[src/rtl/print_buffer_pkg.sv]
// Shared definitions for the print buffer: register offsets, default depth,
// FSM state types and the STATUS word layout.
package print_buffer_pkg;

    localparam int   PRINT_DEPTH    = 16;
    localparam logic PRINT_DATA_OFS = 1'b0;   // addr[2] value selecting DATA
    localparam logic PRINT_STAT_OFS = 1'b1;   // addr[2] value selecting STATUS

    typedef enum logic [1:0] {
        C_IDLE,
        C_PEND,
        C_RESP
    } core_state_t;

    typedef enum logic {
        D_IDLE,
        D_WAIT
    } drain_state_t;

    function automatic logic [31:0] status_word(input logic [7:0] level,
                                                input logic       full,
                                                input logic       empty);
        return {16'b0, level, 6'b0, full, empty};
    endfunction

endpackage

[src/rtl/print_fifo.sv]
// Character FIFO: DEPTH x 8 storage with wrapping pointers and an occupancy
// count. Push and pop may happen in the same cycle, including when full.
module print_fifo
    import print_buffer_pkg::*;
#(
    parameter  int DEPTH = PRINT_DEPTH,
    localparam int CNT_W = $clog2(DEPTH) + 1,
    localparam int PTR_W = $clog2(DEPTH)
) (
    input  logic             clock,
    input  logic             reset,
    input  logic             push,
    input  logic [7:0]       push_data,
    input  logic             pop,
    output logic [7:0]       head,
    output logic [CNT_W-1:0] count,
    output logic             full,
    output logic             empty
);

    logic [7:0]       mem [DEPTH];
    logic [PTR_W-1:0] wr_ptr;
    logic [PTR_W-1:0] rd_ptr;
    logic [CNT_W-1:0] level;

    // NOTE: the storage array has no reset; pointers and count alone define
    // which entries are valid, and a reset-free array can map onto RAM.
    always_ff @(posedge clock) begin
        if (push) begin
            mem[wr_ptr] <= push_data;
        end
    end

    // NOTE: all state flops use non-blocking assignments so every register
    // samples pre-edge values regardless of statement order.
    always_ff @(posedge clock or posedge reset) begin
        if (reset) begin
            wr_ptr <= '0;
            rd_ptr <= '0;
            level  <= '0;
        end else begin
            // DEPTH is a power of two, so plain increment wraps the pointers.
            if (push) begin
                wr_ptr <= wr_ptr + PTR_W'(1);
            end
            if (pop) begin
                rd_ptr <= rd_ptr + PTR_W'(1);
            end
            case ({push, pop})
                2'b10:   level <= level + CNT_W'(1);
                2'b01:   level <= level - CNT_W'(1);
                default: level <= level;
            endcase
        end
    end

    assign head  = mem[rd_ptr];
    assign count = level;
    assign full  = (level == CNT_W'(DEPTH));
    assign empty = (level == '0);

endmodule

[src/rtl/print_buffer.sv]
// Print buffer: accepts character writes from the core bus, queues them and
// forwards them one at a time to the print sink; STATUS exposes the fill level.
module print_buffer
    import print_buffer_pkg::*;
#(
    parameter  int DEPTH = PRINT_DEPTH,
    localparam int CNT_W = $clog2(DEPTH) + 1
) (
    input  logic        clock,
    input  logic        reset,
    input  logic        cpu_valid,
    input  logic        cpu_instr,
    input  logic [31:0] cpu_addr,
    input  logic [31:0] cpu_wdata,
    input  logic [3:0]  cpu_wstrb,
    output logic [31:0] cpu_rdata,
    output logic        cpu_ready,
    output logic        print_valid,
    output logic        print_instr,
    output logic [31:0] print_addr,
    output logic [31:0] print_wdata,
    output logic [3:0]  print_wstrb,
    input  logic [31:0] print_rdata,
    input  logic        print_ready
);

    core_state_t      c_state, c_next;
    drain_state_t     d_state, d_next;
    logic [7:0]       pend_char;
    logic [7:0]       held_char;
    logic [7:0]       fifo_head;
    logic [7:0]       push_data;
    logic [CNT_W-1:0] fifo_count;
    logic             fifo_full, fifo_empty;
    logic             push, pop, send;
    logic             accept, is_write, is_data, is_stat, wr_char, space;
    logic             unused_ok;

    assign accept   = (c_state == C_IDLE) && cpu_valid;
    assign is_write = |cpu_wstrb;
    assign is_data  = (cpu_addr[2] == PRINT_DATA_OFS);
    assign is_stat  = (cpu_addr[2] == PRINT_STAT_OFS);
    assign wr_char  = accept && !cpu_instr && is_data && cpu_wstrb[0];

    // A char stays queued until the sink completes it, so the count includes
    // the one in flight and a completion frees its slot in the same cycle.
    assign pop   = (d_state == D_WAIT) && print_ready;
    assign space = !fifo_full || pop;

    print_fifo #(
        .DEPTH (DEPTH)
    ) u_fifo (
        .clock     (clock),
        .reset     (reset),
        .push      (push),
        .push_data (push_data),
        .pop       (pop),
        .head      (fifo_head),
        .count     (fifo_count),
        .full      (fifo_full),
        .empty     (fifo_empty)
    );

    always_comb begin
        // NOTE: every combinational output is defaulted first so no path can
        // leave it unassigned and infer a latch.
        c_next    = c_state;
        push      = 1'b0;
        push_data = cpu_wdata[7:0];
        unique case (c_state)
            C_IDLE: begin
                if (accept) begin
                    push   = wr_char && space;
                    c_next = (wr_char && !space) ? C_PEND : C_RESP;
                end
            end
            C_PEND: begin
                push_data = pend_char;
                if (space) begin
                    push   = 1'b1;
                    c_next = C_RESP;
                end
            end
            C_RESP:  c_next = C_IDLE;
            default: c_next = C_IDLE;
        endcase
    end

    always_comb begin
        d_next = d_state;
        send   = 1'b0;
        unique case (d_state)
            D_IDLE: begin
                if (!fifo_empty) begin
                    send   = 1'b1;
                    d_next = D_WAIT;
                end
            end
            D_WAIT: begin
                if (print_ready) begin
                    d_next = D_IDLE;
                end
            end
        endcase
    end

    always_ff @(posedge clock or posedge reset) begin
        if (reset) begin
            c_state   <= C_IDLE;
            d_state   <= D_IDLE;
            pend_char <= '0;
            held_char <= '0;
            cpu_rdata <= '0;
        end else begin
            c_state <= c_next;
            d_state <= d_next;
            if (accept) begin
                pend_char <= cpu_wdata[7:0];
                cpu_rdata <= (is_stat && !is_write && !cpu_instr)
                             ? status_word(8'(fifo_count), fifo_full, fifo_empty)
                             : '0;
            end else if (c_state == C_RESP) begin
                cpu_rdata <= '0;
            end
            if (send) begin
                held_char <= fifo_head;
            end
        end
    end

    assign cpu_ready   = (c_state == C_RESP);
    assign print_valid = send;
    assign print_instr = 1'b0;
    assign print_addr  = '0;
    assign print_wstrb = 4'b0001;
    assign print_wdata = {24'b0, send ? fifo_head : held_char};

    // Bus bits this slave never decodes.
    assign unused_ok = ^{print_rdata, cpu_addr[31:3], cpu_addr[1:0], cpu_wdata[31:8]};

endmodule

[config.mk]
export PLATFORM = sky130hd
export DESIGN_NAME = print_buffer
export DESIGN_NICKNAME = d
export VERILOG_FILES = /design/src/rtl/print_buffer_pkg.sv /design/src/rtl/print_fifo.sv /design/src/rtl/print_buffer.sv
export SDC_FILE = /design/constraint.sdc
export NUM_CORES = 1
export LEC_CHECK = 0
export BUFFER_PORTS_ARGS = -buffer_cell sky130_fd_sc_hd__buf_4
export CAP_MARGIN = 10
export CORE_ASPECT_RATIO = 1.5
export CORE_MARGIN = 2
export CORE_UTILIZATION = 25
export DETAILED_ROUTE_END_ITERATION = 12
export GPL_TIMING_DRIVEN = 0
export HOLD_SLACK_MARGIN = 0.03
export MAX_ROUTING_LAYER = met4
export PLACE_DENSITY = 0.52
export SLEW_MARGIN = 40
export SYNTH_ARGS = -nofsm -noshare
export SYNTH_HDL_FRONTEND = slang
export SYNTH_SLANG_ARGS = --single-unit
[constraint.sdc]
create_clock -name clock -period 2.55 [get_ports clock]
set_input_delay 0.3825 -clock clock [delete_from_list [all_inputs] [get_ports clock]]
set_output_delay 0.3825 -clock clock [all_outputs]
set_load 0.05 [all_outputs]
# Yosys cells after proc, flatten, opt, wreduce, memory -nomap -nowiden
# Memories as Yosys holds them, arrays and structs flattened.
# Index checks and enable logic that the tools add are counted.
op_classes:
  n_mux: 19
  bitwise: 2
  order_cmp: 0
  n_mul: 0
  div: 0
  shifts: 0
  eq_ne: 7
  n_addsub: 4
  n_reduce_logical: 20
ops:
  columns: ["op", "n"]
  rows:
  - ["$mux 32", 2]
  - ["$mux 8", 2]
  - ["$mux 13", 1]
  - ["$pmux 5 s2", 1]
  - ["$logic_and 1x1->1", 9]
  - ["$add 4x1->4 const B", 2]
  - ["$mux 1", 7]
  - ["$mux 2", 3]
  - ["$add 5x1->5 const B", 1]
  - ["$eq 5x5->1 const B", 1]
  - ["$logic_not 5->1", 1]
  - ["$sub 5x1->5 const B", 1]
  - ["$eq 2x1->1 const B", 2]
  - ["$eq 2x2->1 const B", 2]
  - ["$logic_not 1->1", 4]
  - ["$ne 2x2->1 const B", 2]
  - ["$pmux 1 s2", 2]
  - ["$pmux 2 s2", 1]
  - ["$reduce_bool 2->1", 2]
  - ["$reduce_or 4->1", 1]
  - ["$logic_not 2->1", 1]
  - ["$not 1->1", 2]
  - ["$reduce_and 2->1", 1]
  - ["$logic_or 1x1->1", 1]
totals:
  rom_bits: 0
  elab_cells: 61
  mem_bits_rw: 128
  n_memories: 1
  input_bits: 105
  output_inout_bits: 103
  latch_bits: 0
  ff_bits: 64
memory_table:
  columns: ["memory", "words", "width", "rd", "rd_ports_with_merged_regs", "write_ports", "line_no", "source"]
  rows:
  - ["u_fifo.mem", 16, 8, 1, 0, 1, "print_fifo.sv:21", "logic [7:0] mem [DEPTH];"]

# Depth between registers and ports, before layout
depth:
  depth_word: 10
  mapped_depth: 14
  mapped_depth_nobuf: 11

# Hierarchy
# From an unflattened synthesis, not the netlist that was laid out.
unflattened:
  hier_cells: 461
  hier_area_um2: 7618.6
by_module_without_submodules:
  columns: ["mod", "seq_area_each_um2", "cells_per_inst", "area_each_um2", "n_inst"]
  rows:
  - ["print_fifo", 4169.0, 294, 5791.8, 1]
  - ["print_buffer", 650.6, 167, 1826.8, 1]

# Worst setup path before layout
# Ideal clock, no wire load.
synth_path:
  kind: "register to output"
  from: "register u_fifo.level[2] (netlist: u_fifo.count[2])"
  to: "output port print_wdata[6]"
  slack_ns: -0.286
  path_stages_with_launch: 7
  n_path_buf: 2
  required_time_ns: 2.168
  arrival_time_ns: 2.454
  cell_sequence: "dfrtp_1 > buf_2 > nor4_4 > a21oi_2 > clkbuf_1 > o22ai_1 > a21oi_1"
synth_via:
  elab_chain_cells: 4
synth_rtl:
  columns: ["element", "line_no", "source"]
  rows:
  - ["from (decl)", "print_fifo.sv:24", "logic [CNT_W-1:0] level;"]
  - ["from (signal assigned)", "print_fifo.sv:50", "2'b10: level <= level + CNT_W'(1);"]
  - ["from (signal assigned)", "print_fifo.sv:51", "2'b01: level <= level - CNT_W'(1);"]
  - ["from (signal assigned)", "print_fifo.sv:52", "default: level <= level;"]
  - ["$logic_not 5->1", "print_fifo.sv:60", "assign empty = (level == '0);"]
  - ["$mux 1", "print_buffer.sv:94", "if (!fifo_empty) begin"]
  - ["$mux 1", "print_buffer.sv:92", "unique case (d_state)"]
  - ["named net print_valid", "print_buffer.sv:18", "output logic print_valid,"]
  - ["$mux 8", null, null]
  - ["to (decl)", "print_buffer.sv:21", "output logic [31:0] print_wdata,"]
# The timed path passes the listed nets, and every way through them passes these cells.

# Worst setup path after layout
layout_path:
  from: "register u_fifo.rd_ptr[1]"
  to: "output port print_wdata[7]"
layout_via:
  elab_chain_cells: 2
layout_rtl:
  columns: ["element", "line_no", "source"]
  rows:
  - ["from (decl)", "print_fifo.sv:23", "logic [PTR_W-1:0] rd_ptr;"]
  - ["from (signal assigned)", "print_fifo.sv:47", "rd_ptr <= rd_ptr + PTR_W'(1);"]
  - ["$mem_v2 16x8", null, null]
  - ["$mux 8", null, null]
# Every way passes these cells.

==> key figures <==
Status
  – Status: finished, violations left
  – Violated checks: negative setup slack

Placement
  – Sum of net half-perimeters after detailed placement: 11,000 um
  – Port Buffers: 34
  – RD Place Congestion: 0.719
  – Number of cells in the design after placement: 973
  – Total placed instance area: 8650 um^2

Timing
  – Final Critical Period: 2740 ps
  – Slew of the pin with the lowest slew margin: 601 ps
  – Hold Violations, Final: 0
  – Max Clock Skew: 10.6 ps
  – Final number of max-transition violations: 0
  – Total setup violations reported at the end of the flow: 8
  – Relative max-transition margin: 59.7%
  – Setup repair after global routing missed its margin: true
  – Maximum achievable frequency: 0.365 GHz
  – Final total negative setup slack: -1100 ps
  – Worst setup slack after layout: -187 ps
  – Share of the clock period used by the worst path: 107%

Drt
  – Remaining antenna violation count: 0
  – Count of vias placed by the detailed router: 4,084
  – Drt first pass iters: 4
  – Final routed wirelength across all metal layers: 16,500 um
  – Number of vias per cell: 3.95
  – Routed wire length per instance: 16.0 um
  – Remaining DRCs: 0
  – Violation count after the first detailed-routing iteration: 153

Power and ir drop
  – Net switching power: 0.00337 W
  – Part of the power in combinational logic: 39.6%
  – Switch share: 35.2%
  – Pleak: 3.85 nW
  – Power per standard cell area: 984 nW/um^2
  – Sequential share of power: 34.7%
  – Proportion of power drawn by the clock network: 25.7%
  – Int Power: 0.00622 W
  – IR Drop Worst-Case VDD: 0.510 mV

Floorplanning
  – Effective utilization at floorplan: 25.5%
  – FP Rows: 77
  – Area of the die: 31,600 um^2
  – Area of the core: 29,600 um^2
  – Horizontal extent of the die: 146 um
  – Number of top-level pins: 208
  – Height of the chip: 217 um

Critical path
  – Max stage delay on crit path: 520 ps
  – Category of the most critical setup path: reg2out
  – Maximum fanout along the worst path: 5
  – CP max-delay cell: sky130_fd_sc_hd__mux4_2
  – Startpoint type of the worst setup path: flip-flop
  – Series of cell instances along the critical path: buf_6 -> buf_12 -> buf_12 -> mux4_2 -> mux2_4 -> o22ai_2 -> a21oi_2 -> buf_6
  – Arrival time reported for the critical path endpoint: 2350 ps
  – Crit path capture type: output pin
  – WP data required: 2170 ps

Global route
  – First-pass GRT wire length: 25,000 um
  – Sum of overflow across all layers after global routing: 0
  – Maximum number of pins on one net before global-route repair: 31
  – GRT Total Usage: 10.9%
  – Via count of the first global-routing pass: 4,213
  – Antenna violations before repair: 0

Synthesis
  – Synth Area per Inst: 16.5 um^2
  – Netlist area before placement: 7540 um^2
  – Number of synthesized flops with an enable pin: 128
  – Main synth FF type: sky130_fd_sc_hd__edfxtp_1
  – Register area share after synthesis: 63.9%
  – Syn. warnings: 0
  – Mapped Cells: 458
  – Synth cell types: 46
  – Number of synthesized register bits: 167
  – Share of synthesized registers carrying an async set or reset: 23.4%

Clocking
  – Clock latency on the worst-skew pair: 420 ps
  – Maximum clock path buffer count: 2
  – Clock slew at reported path FFs: 70 ps
  – Number of buffers inserted during clock tree synthesis: 17
  – Number of clock sinks seen by CTS: 167
  – Deepest level of the CTS H-tree: 4
  – Root buf cell: sky130_fd_sc_hd__clkbuf_16
  – TritonCTS clock tree: done

Finish
  – Final cell utilization of the core: 32.9%
  – Cell area after layout: 9750 um^2
  – Share of cells above drive strength 1: 45.5%
  – Antenna fix cells: 0
  – Number of nets in the final layout: 738
  – Final cell count without fillers: 1,033
  – Area growth from synthesis to layout: 29.2%
  – Most common library cell in the layout ignoring fill and taps: sky130_fd_sc_hd__buf_4
  – Most used cells in the layout excluding fill and tap cells: 143 x sky130_fd_sc_hd__buf_4, 128 x sky130_fd_sc_hd__edfxtp_1, 86 x sky130_fd_sc_hd__conb_1, 35 x sky130_fd_sc_hd__dfrtp_1, 27 x sky130_fd_sc_hd__mux4_2

Job
  – Max-cap violations: 0

Min path
  – Path type of the worst min-delay path: in2reg
[area by class of cell]
class	instances	area [um^2]
Clock inverter	14	131
Sequential cell	167	4820
Fill cell	2875	19800
Multi-Input combinational cell	261	2430
Timing Repair Buffer	68	593
Clock buffer	18	439
Inverter	7	31.3
Tap cell	395	494
Buffer	103	801
[synthesized netlist by cell type, types with 2 or more instances]
library cell / count / area share, %
sky130_fd_sc_hd__inv_1: 7 / 0.35
sky130_fd_sc_hd__nand3_1: 3 / 0.20
sky130_fd_sc_hd__a32o_1: 2 / 0.27
sky130_fd_sc_hd__a21o_1: 2 / 0.20
sky130_fd_sc_hd__o21ai_0: 3 / 0.20
sky130_fd_sc_hd__a22o_1: 5 / 0.58
sky130_fd_sc_hd__buf_1: 5 / 0.25
sky130_fd_sc_hd__a21oi_1: 9 / 0.60
sky130_fd_sc_hd__xnor2_1: 8 / 0.93
sky130_fd_sc_hd__mux4_1: 13 / 4.5
sky130_fd_sc_hd__nand2_1: 4 / 0.20
sky130_fd_sc_hd__ha_1: 8 / 1.3
sky130_fd_sc_hd__a22oi_1: 2 / 0.20
sky130_fd_sc_hd__nor2_1: 6 / 0.30
sky130_fd_sc_hd__conb_1: 2 / 0.10
sky130_fd_sc_hd__nor2b_1: 6 / 0.50
sky130_fd_sc_hd__xor2_1: 4 / 0.46
sky130_fd_sc_hd__buf_4: 87 / 8.7
sky130_fd_sc_hd__buf_2: 4 / 0.27
sky130_fd_sc_hd__buf_6: 6 / 0.90
sky130_fd_sc_hd__a31oi_1: 3 / 0.25
sky130_fd_sc_hd__mux2_2: 26 / 3.9
sky130_fd_sc_hd__o22ai_1: 17 / 1.4
sky130_fd_sc_hd__or2_2: 2 / 0.17
sky130_fd_sc_hd__and3_1: 11 / 0.91
sky130_fd_sc_hd__mux4_2: 19 / 5.7
sky130_fd_sc_hd__and4_1: 3 / 0.35
sky130_fd_sc_hd__clkbuf_1: 5 / 0.25
sky130_fd_sc_hd__edfxtp_1: 128 / 51
sky130_fd_sc_hd__nand2b_1: 2 / 0.17
sky130_fd_sc_hd__dfrtp_1: 39 / 13
sky130_fd_sc_hd__nor3_1: 3 / 0.20
[critical path: cells and delay by family, from the launching register on]
kind | cells | cell delay, ps
DFF | 1 | 370
AOI/OAI and AO/OA | 2 | 180
buffers and inverters | 4 | 550
muxes | 2 | 820
[path summary, 6_finish.rpt]
path	start	to	slack, ps	cells after the start
setup / recovery	u_fifo.rd_ptr[1]	print_wdata[7]	-190	8
min in group asynchronous	reset	pend_char[6]	410	3
setup reg to reg	u_fifo.count[2]	u_fifo.count[2]	170	13
hold / removal	cpu_wdata[2]	pend_char[2]	200	2
max in group asynchronous	reset	u_fifo.count[3]	1720	4
hold reg to reg	pend_char[3]	pend_char[3]	510	1
[sequential cells by signal (all words and copies together) (netlist names)]
signal	cells
c_state	2
pend_char	8
held_char	8
d_state	1
u_fifo.mem	128
cpu_rdata	7
u_fifo.wr_ptr	4
u_fifo.rd_ptr	4
u_fifo.count	5
[cell families (layout without fill, tap and decap cells)]
family	count (synthesis)	after routing	share of synthesized area (%)
AO/OA/AOI/OAI	47	47	4.30
XOR/XNOR	12	12	1.39
adder cells (fa/ha/maj)	8	8	1.33
buffers and inverters	114	210	10.7
flip-flops	167	167	63.9
multiplexers	58	58	14.1
other	2	86	0.0995
AND/OR/NAND/NOR	50	50	4.26
[per-stage QoR]
| step | worst slack, ps | hold WS [ps] | total power [W] |
|---|---|---|---|
| final | -187 | 199 | 0.00959 |
| after global routing | -260 | 187 | 0.0100 |
| after CTS | -208 | 180 | 0.00954 |
| after detailed placement | -501 | 302 | 0.00640 |
| after global placement | -510 | 487 | 0.00637 |
| after floorplan | -154 | 477 | 0.00560 |
[power by group through the flow]
| stage | Combinational (W) | Sequential [W] | Clock, W |
|---|---|---|---|
| 2_1_floorplan | 0.00229 | 0.00331 | 0 |
| 3_3_place_gp | 0.00303 | 0.00335 | 0 |
| 3_5_place_dp | 0.00305 | 0.00335 | 0 |
| 4_1_cts | 0.00372 | 0.00330 | 0.00252 |
| 5_1_grt | 0.00405 | 0.00336 | 0.00263 |
| 6_report | 0.00380 | 0.00333 | 0.00247 |
[metal layers]
metal  GRT usage [%]  vias to the layer above  routed length [um]
met2            20.2                      155                8960
met4            3.89                        0                 367
met5               -                        -                   0
met3            2.24                       20                 863
met1            11.5                     2001                6290
li1                -                     1908                   -
[timing repair]
action                                  4_1_cts  5_1_grt
endpoints found under the setup margin       13       10
gates cloned                                  1        0
hold endpoints to repair                      9        0
pin swaps                                    10       14
hold buffers                                  1        0
buffers inserted                             18       13
resized for setup                            63       17
Power figures use the tool's default switching activity.
